[src/rtl/regfile_wb_arbiter.sv]
// Write-back arbiter for the register file's single write port (WE3/AD3/WD3).
// Load results normally win; a pending ALU result is forced through after STARVE_LIMIT losses.
module regfile_wb_arbiter #(
    parameter int ADDRESS_WIDTH = 5,
    parameter int DATA_WIDTH    = 32,
    parameter int STARVE_LIMIT  = 3
) (
    input  logic                     clk,
    input  logic                     rst,
    input  logic                     wb_hold,
    input  logic                     alu_valid,
    output logic                     alu_ready,
    input  logic [ADDRESS_WIDTH-1:0] alu_rd,
    input  logic [DATA_WIDTH-1:0]    alu_data,
    input  logic                     mem_valid,
    output logic                     mem_ready,
    input  logic [ADDRESS_WIDTH-1:0] mem_rd,
    input  logic [DATA_WIDTH-1:0]    mem_data,
    output logic                     WE3,
    output logic [ADDRESS_WIDTH-1:0] AD3,
    output logic [DATA_WIDTH-1:0]    WD3,
    output logic [1:0]               grant,
    output logic [3:0]               starve_cnt
);

    localparam logic [3:0] LIMIT = 4'(STARVE_LIMIT);

    logic                     we_q, we_d;
    logic [ADDRESS_WIDTH-1:0] ad_q, ad_d;
    logic [DATA_WIDTH-1:0]    wd_q, wd_d;
    logic [1:0]               grant_q, grant_d;
    logic [3:0]               starve_q, starve_d;
    logic                     alu_win, mem_win;

    always_comb begin
        alu_win = 1'b0;
        mem_win = 1'b0;
        if (!wb_hold && !rst) begin
            alu_win = alu_valid && (!mem_valid || starve_q == LIMIT);
            mem_win = mem_valid && !alu_win;
        end
    end

    assign alu_ready = alu_win;
    assign mem_ready = mem_win;

    // Losing cycles count even while frozen, so a hold can push the ALU to its forced slot.
    always_comb begin
        starve_d = 4'd0;
        if (alu_valid && !alu_win) begin
            starve_d = (starve_q >= LIMIT) ? LIMIT : starve_q + 4'd1;
        end
    end

    always_comb begin
        we_d    = 1'b0;
        ad_d    = ad_q;
        wd_d    = wd_q;
        grant_d = grant_q;
        if (alu_win) begin
            we_d    = (alu_rd != '0);
            ad_d    = alu_rd;
            wd_d    = alu_data;
            grant_d = 2'b01;
        end else if (mem_win) begin
            we_d    = (mem_rd != '0);
            ad_d    = mem_rd;
            wd_d    = mem_data;
            grant_d = 2'b10;
        end
    end

    always_ff @(posedge clk or posedge rst) begin
        if (rst) begin
            we_q     <= 1'b0;
            ad_q     <= '0;
            wd_q     <= '0;
            grant_q  <= 2'b00;
            starve_q <= 4'd0;
        end else begin
            we_q     <= we_d;
            ad_q     <= ad_d;
            wd_q     <= wd_d;
            grant_q  <= grant_d;
            starve_q <= starve_d;
        end
    end

    assign WE3        = we_q;
    assign AD3        = ad_q;
    assign WD3        = wd_q;
    assign grant      = grant_q;
    assign starve_cnt = starve_q;

endmodule

[config.mk]
export PLATFORM = sky130hd
export DESIGN_NAME = regfile_wb_arbiter
export DESIGN_NICKNAME = d
export VERILOG_FILES = /design/src/rtl/regfile_wb_arbiter.sv
export SDC_FILE = /design/constraint.sdc
export NUM_CORES = 1
export LEC_CHECK = 0
export BUFFER_PORTS_ARGS = -buffer_cell sky130_fd_sc_hd__buf_2
export CORE_MARGIN = 8
export CORE_UTILIZATION = 32
export CTS_CLUSTER_DIAMETER = 120
export CTS_CLUSTER_SIZE = 14
export DETAILED_ROUTE_END_ITERATION = 7
export GPL_TIMING_DRIVEN = 0
export SYNTH_ARGS = -nofsm -noshare
export SYNTH_HDL_FRONTEND = slang
export SYNTH_SLANG_ARGS = --single-unit
[constraint.sdc]
create_clock -name clk -period 1.9 [get_ports clk]
set_clock_uncertainty 0.2 [all_clocks]
set_input_delay 0.19 -clock clk [delete_from_list [all_inputs] [get_ports clk]]
set_output_delay 0.19 -clock clk [all_outputs]
set_load 0.03 [all_outputs]
# == Yosys cells after proc, flatten, opt, wreduce, memory -nomap -nowiden ==
# Cells that the tools add are included.
# word_totals
romBits,0
in_bits,79
n_memories,0
latch_bits,0
out_inout_bits,46
ff_bits,44
ram_bits,0
word_cells,33
# op_classes
n_eq_ne,1
n_reduce_logical,13
n_bitwise,0
addsub,1
multipliers,0
n_div,0
order_cmp,1
muxes,12
shifts,0
# op_table
op,n
$mux 32,2
$mux 5,2
$reduce_bool 5->1,2
$mux 4,2
$logic_not 1->1,5
$add 4x1->4 const B,1
$eq 4x2->1 const B,1
$ge 4x2->1 const B,1
$logic_and 1x1->1,4
$mux 1,4
$mux 2,2
$reduce_bool 2->1,1
$logic_or 1x1->1,1

# == Logic depth before layout (Yosys ltp) ==
# depth
depth_word,8
ltp_mapped,6
depth_no_buf,4

# == Worst setup path after synthesis ==
# OpenSTA, ideal clock, no wires.
# synth_path
kind,register to output
start,"reg starve_q[0], in the netlist starve_cnt[0]"
end,out mem_ready
t_arrival_ns,1.776
setup_slack_ns,-0.266
required_time_ns,1.510
stages_incl_launch_ff,6
path_buffers,1
path_cell_list,dfrtp_1 ha_1 nor3b_4 o21ai_2 buf_6 nor2b_1
# synth_via
elab_chain_len,6
# synth_lines
element,line,source
"start, declared",32,"logic [3:0] starve_q, starve_d;"
"start signal, assigned",85,starve_q <= starve_d;
$eq 4x2->1,39,alu_win = alu_valid && (!mem_valid || starve_q == LIMIT);
$logic_or 1x1->1,39,
$logic_and 1x1->1,39,
$logic_not 1->1,40,mem_win = mem_valid && !alu_win;
$logic_and 1x1->1,40,
$mux 1,38,if (!wb_hold && !rst) begin
"end, declared",16,"output logic mem_ready,"
# Every way passes these cells.

# == Worst setup path in the final report ==
# layout_path
start,"reg starve_q[1], in the netlist starve_cnt[1]"
end,out mem_ready
# Same word-level chain as after synthesis.

==> Flow_metrics.wiki <==
{| class="wikitable"
! Metric !! Value
|-
| Worst endpoint data arrival time || 1.59 ns
|-
| Root Buffer Master || sky130_fd_sc_hd__clkbuf_8
|-
| Total wirelength of the detailed-routed design || 9000 µm
|-
| RSZ-0062 raised after global routing || yes
|-
| Cell types occupying the most area after synthesis || sky130_fd_sc_hd__dfrtp_1 (49%), sky130_fd_sc_hd__o221ai_1 (13%), sky130_fd_sc_hd__nand2_1 (13%)
|-
| Max Cap Viol || 0
|-
| Avg WL per Cell || 16.8 µm
|-
| Antenna Cells || 0
|-
| Path type of the worst setup path || reg -> out
|-
| # DRC || 0
|-
| Type of the tightest min-delay check || in -> reg
|-
| Layout cells sized above 1 || 37.7%
|-
| Startpoint of the worst setup timing path || starve_cnt[1]$_DFF_PP0_
|-
| Ports placed on the boundary || 125
|-
| Number of synthesized flops with an enable pin || 0
|-
| CP peak stage delay || 0.43 ns
|-
| Maximum clock frequency || 0.506 GHz
|-
| Initial Utilization || 32.9%
|-
| Kind of start point of the critical path || flop
|-
| Antenna violations before repair || 0
|-
| Final design instance area without fill || 3760 µm²
|-
| Vert. Die Dim || 99.6 µm
|-
| Leading register cell type out of synthesis || sky130_fd_sc_hd__dfrtp_1
|-
| Gr usage total || 18.3%
|-
| Worst path required time || 1.51 ns
|-
| Total congestion overflow after global routing || 0
|-
| Worst setup slack after layout || -0.0752 ns
|-
| Share of total power in sequential cells || 40.9%
|-
| Sink count of the clock tree || 44
|-
| Worst slack after detailed placement || -0.162 ns
|-
| Wire length of the first global-routing pass || 14600 µm
|-
| Proportion of netlist area held by the largest area contributor || 49.2%
|-
| Clk pwr share || 22.9%
|-
| Number of buffers on the longest clock path || 2
|-
| Die footprint || 9930 µm²
|-
| Highest fanout seen on the critical path || 4
|-
| Cells after synthesis || 244
|-
| Synth top cells by count || sky130_fd_sc_hd__nand2_1 (75), sky130_fd_sc_hd__dfrtp_1 (44), sky130_fd_sc_hd__o21ai_0 (36)
|-
| Master of the slowest instance on the critical path || sky130_fd_sc_hd__dfrtp_2
|-
| Count of H-tree levels built during CTS || 2
|-
| Max-slew violation count || 0
|-
| Net Sw Frac || 36.0%
|-
| Gate family responsible for the most delay along the worst path || flip-flops
|-
| TritonCTS buffer count || 5
|-
| Synth Area per Inst || 9.17 µm²
|-
| Antenna-violating nets left || 0
|-
| TritonCTS clock tree || yes
|-
| Detailed-placement wirelength estimate || 6090 µm
|-
| Register area share after synthesis || 49.2%
|-
| Library cell occupying the most area in the post-synthesis netlist || sky130_fd_sc_hd__dfrtp_1
|-
| Standard-cell rows || 30
|-
| Worst slew pin tran || 0.688 ns
|-
| Layout net count || 519
|-
| Top-count cell post-synth || sky130_fd_sc_hd__nand2_1
|-
| Launch point of the worst hold path || mem_data[25]
|-
| Count of fill cells added during filler insertion || 635
|-
| Combinational share of power || 36.2%
|-
| Status || finished with violations
|-
| Critical Path Most Common Cell || sky130_fd_sc_hd__buf_6
|-
| DR vias/cell || 4.98
|-
| Max VDD drop || 0.000347 V
|-
| Core area || 6790 µm²
|-
| Period utilisation layout || 104%
|-
| Number of warnings reported in the yosys synthesis log || 0
|-
| Synth-to-Final Area Change || 68.0%
|-
| Die outline width || 99.6 µm
|-
| Largest net degree at the start of global routing || 24
|-
| Library cells used by synthesis || 28
|-
| Reg-to-Reg Start || starve_cnt[1]$_DFF_PP0_
|-
| Ratio of total power to cell area || 751 nW/µm²
|-
| Yosys reg bits || 44
|-
| P_int || 1.81 mW
|-
| Max-Slew Margin vs Limit || 54.0%
|-
| Finish-stage setup viols || 2
|-
| Worst Path Buf+Inv || 2
|-
| Violation count after the first detailed-routing iteration || 104
|-
| Number of detailed-route iterations in the first pass || 4
|-
| Vias in the first global route || 2911
|-
| Net switching power || 1.02 mW
|-
| Count of vias placed by the detailed router || 2670
|-
| Insertion delay of the later-clocked pin in the worst-skew pair || 0.29 ns
|-
| Fin crit period || 1.98 ns
|-
| Post-place instance area || 3020 µm²
|-
| Fin Hold WS || 0.000460 ns
|-
| Ordered list of cells on the worst path || ha_4 > nor3b_4 > o21ai_4 > buf_6 > nor2b_4 > buf_6
|-
| Static leakage || 1.75 nW
|-
| Placer Congestion || 0.767
|-
| Post-synth design cell area || 2240 µm²
|-
| Final Util || 55.4%
|-
| Count of port buffers added during placement || 124
|-
| Final count of hold timing violations || 0
|-
| Failing checks || negative setup slack
|-
| Clock Pin Slew Worst Setup and Hold Paths || 0.08 ns
|-
| Share of async-settable or async-resettable flops after synthesis || 100%
|-
| Kind of capture point of the worst setup path || primary output
|}
layer usage:
metal,wire length [µm],GRT usage [%],part of all wire [%],up-vias
met5,0,0,0,-
met4,119,5.36,1.3,0
met3,501,4.68,5.6,11
met2,4730,32.2,53,86
met1,3650,21.2,41,1302
li1,-,-,-,1271
state kept, by name, summed over array words and instances, names as in the netlist:
name	flops
WD3	32
AD3	5
starve_cnt	4
grant	2
WE3	1
path summary, 6_finish.rpt:
kind	cells past startpoint	slack, ns	to
max reg2reg	6	0.09	WD3[9]$_DFFE_PP0P_
min reg2reg	2	0.31	WD3[14]$_DFFE_PP0P_
min	3	0.0005	WD3[25]$_DFFE_PP0P_
min in group asynchronous	3	0.32	WD3[5]$_DFFE_PP0P_
max in group asynchronous	4	0.67	starve_cnt[0]$_DFF_PP0_
max	6	-0.08	mem_ready
cells in the final DEF (no fill, tap or decap), types with 2 or more instances in the layout:
master	instances
sky130_fd_sc_hd__nor2_1	4
sky130_fd_sc_hd__inv_1	2
sky130_fd_sc_hd__a21oi_1	2
sky130_fd_sc_hd__dfrtp_1	42
sky130_fd_sc_hd__o21ai_1	3
sky130_fd_sc_hd__nand2_1	75
sky130_fd_sc_hd__clkbuf_8	7
sky130_fd_sc_hd__o221ai_2	3
sky130_fd_sc_hd__o21ai_0	36
sky130_fd_sc_hd__clkbuf_1	9
sky130_fd_sc_hd__conb_1	2
sky130_fd_sc_hd__dfrtp_2	2
sky130_fd_sc_hd__buf_4	7
sky130_fd_sc_hd__o221ai_1	34
sky130_fd_sc_hd__dlygate4sd3_1	56
sky130_fd_sc_hd__buf_6	7
sky130_fd_sc_hd__buf_2	132
worst min-delay path, delay by kind of cell:
| family | cells | cell delay, ns |
|---|---|---|
| simple gates | 1 | 0.05 |
| compound gates | 1 | 0.11 |
| buf+inv | 1 | 0.09 |
through the flow:
| stage | cells | total power [mW] | TNS [ns] |
|---|---|---|---|
| 2_1_floorplan | 245 | 1.74 | 0 |
| 3_3_place_gp | 465 | 2.07 | -9.08 |
| 3_5_place_dp | 466 | 2.09 | -0.930 |
| 4_1_cts | 533 | 2.85 | -0.171 |
| 5_1_grt | 536 | 2.99 | -0.263 |
| 6_report | 536 | 2.83 | -0.100 |
kinds of logic after synthesis:
kind of cell | after synthesis | synth area share, %
other | 1 | 0.168
muxes | 2 | 0.950
and+or+nand+nor | 85 | 15.4
DFF | 44 | 49.2
adders and majority gates | 1 | 0.559
buffers and inverters | 27 | 6.93
AOI/OAI and AO/OA | 84 | 26.8
power by group through the flow:
stage	logic, mW	registers, mW	clock network (mW)
global placement	0.904	1.17	0
finish	1.02	1.16	0.647
CTS	1.02	1.16	0.665
floorplan	0.279	1.46	0
global route	1.10	1.18	0.712
detailed placement	0.921	1.17	0
timing repair:
item | CTS | global route
hold buffers | 54 | 2
pin swaps | 2 | 2
setup buffers | 5 | 1
endpoints found under the setup margin | 32 | 2
gates resized for setup | 7 | 0
endpoints found under the hold margin | 52 | 1
layout make-up:
| cell class | instances | area (µm²) | area share (%) |
|---|---|---|---|
| Sequential cell | 44 | 1100 | 29.3 |
| Multi-Input combinational cell | 174 | 1020 | 27.0 |
| Clock buffer | 8 | 100 | 2.66 |
| Buffer | 24 | 144 | 3.83 |
| Timing Repair Buffer | 187 | 1270 | 33.7 |
| Inverter | 3 | 11.3 | 0.299 |
| Tap cell | 96 | 120 | 3.19 |
Power figures use the tool's default switching activity.
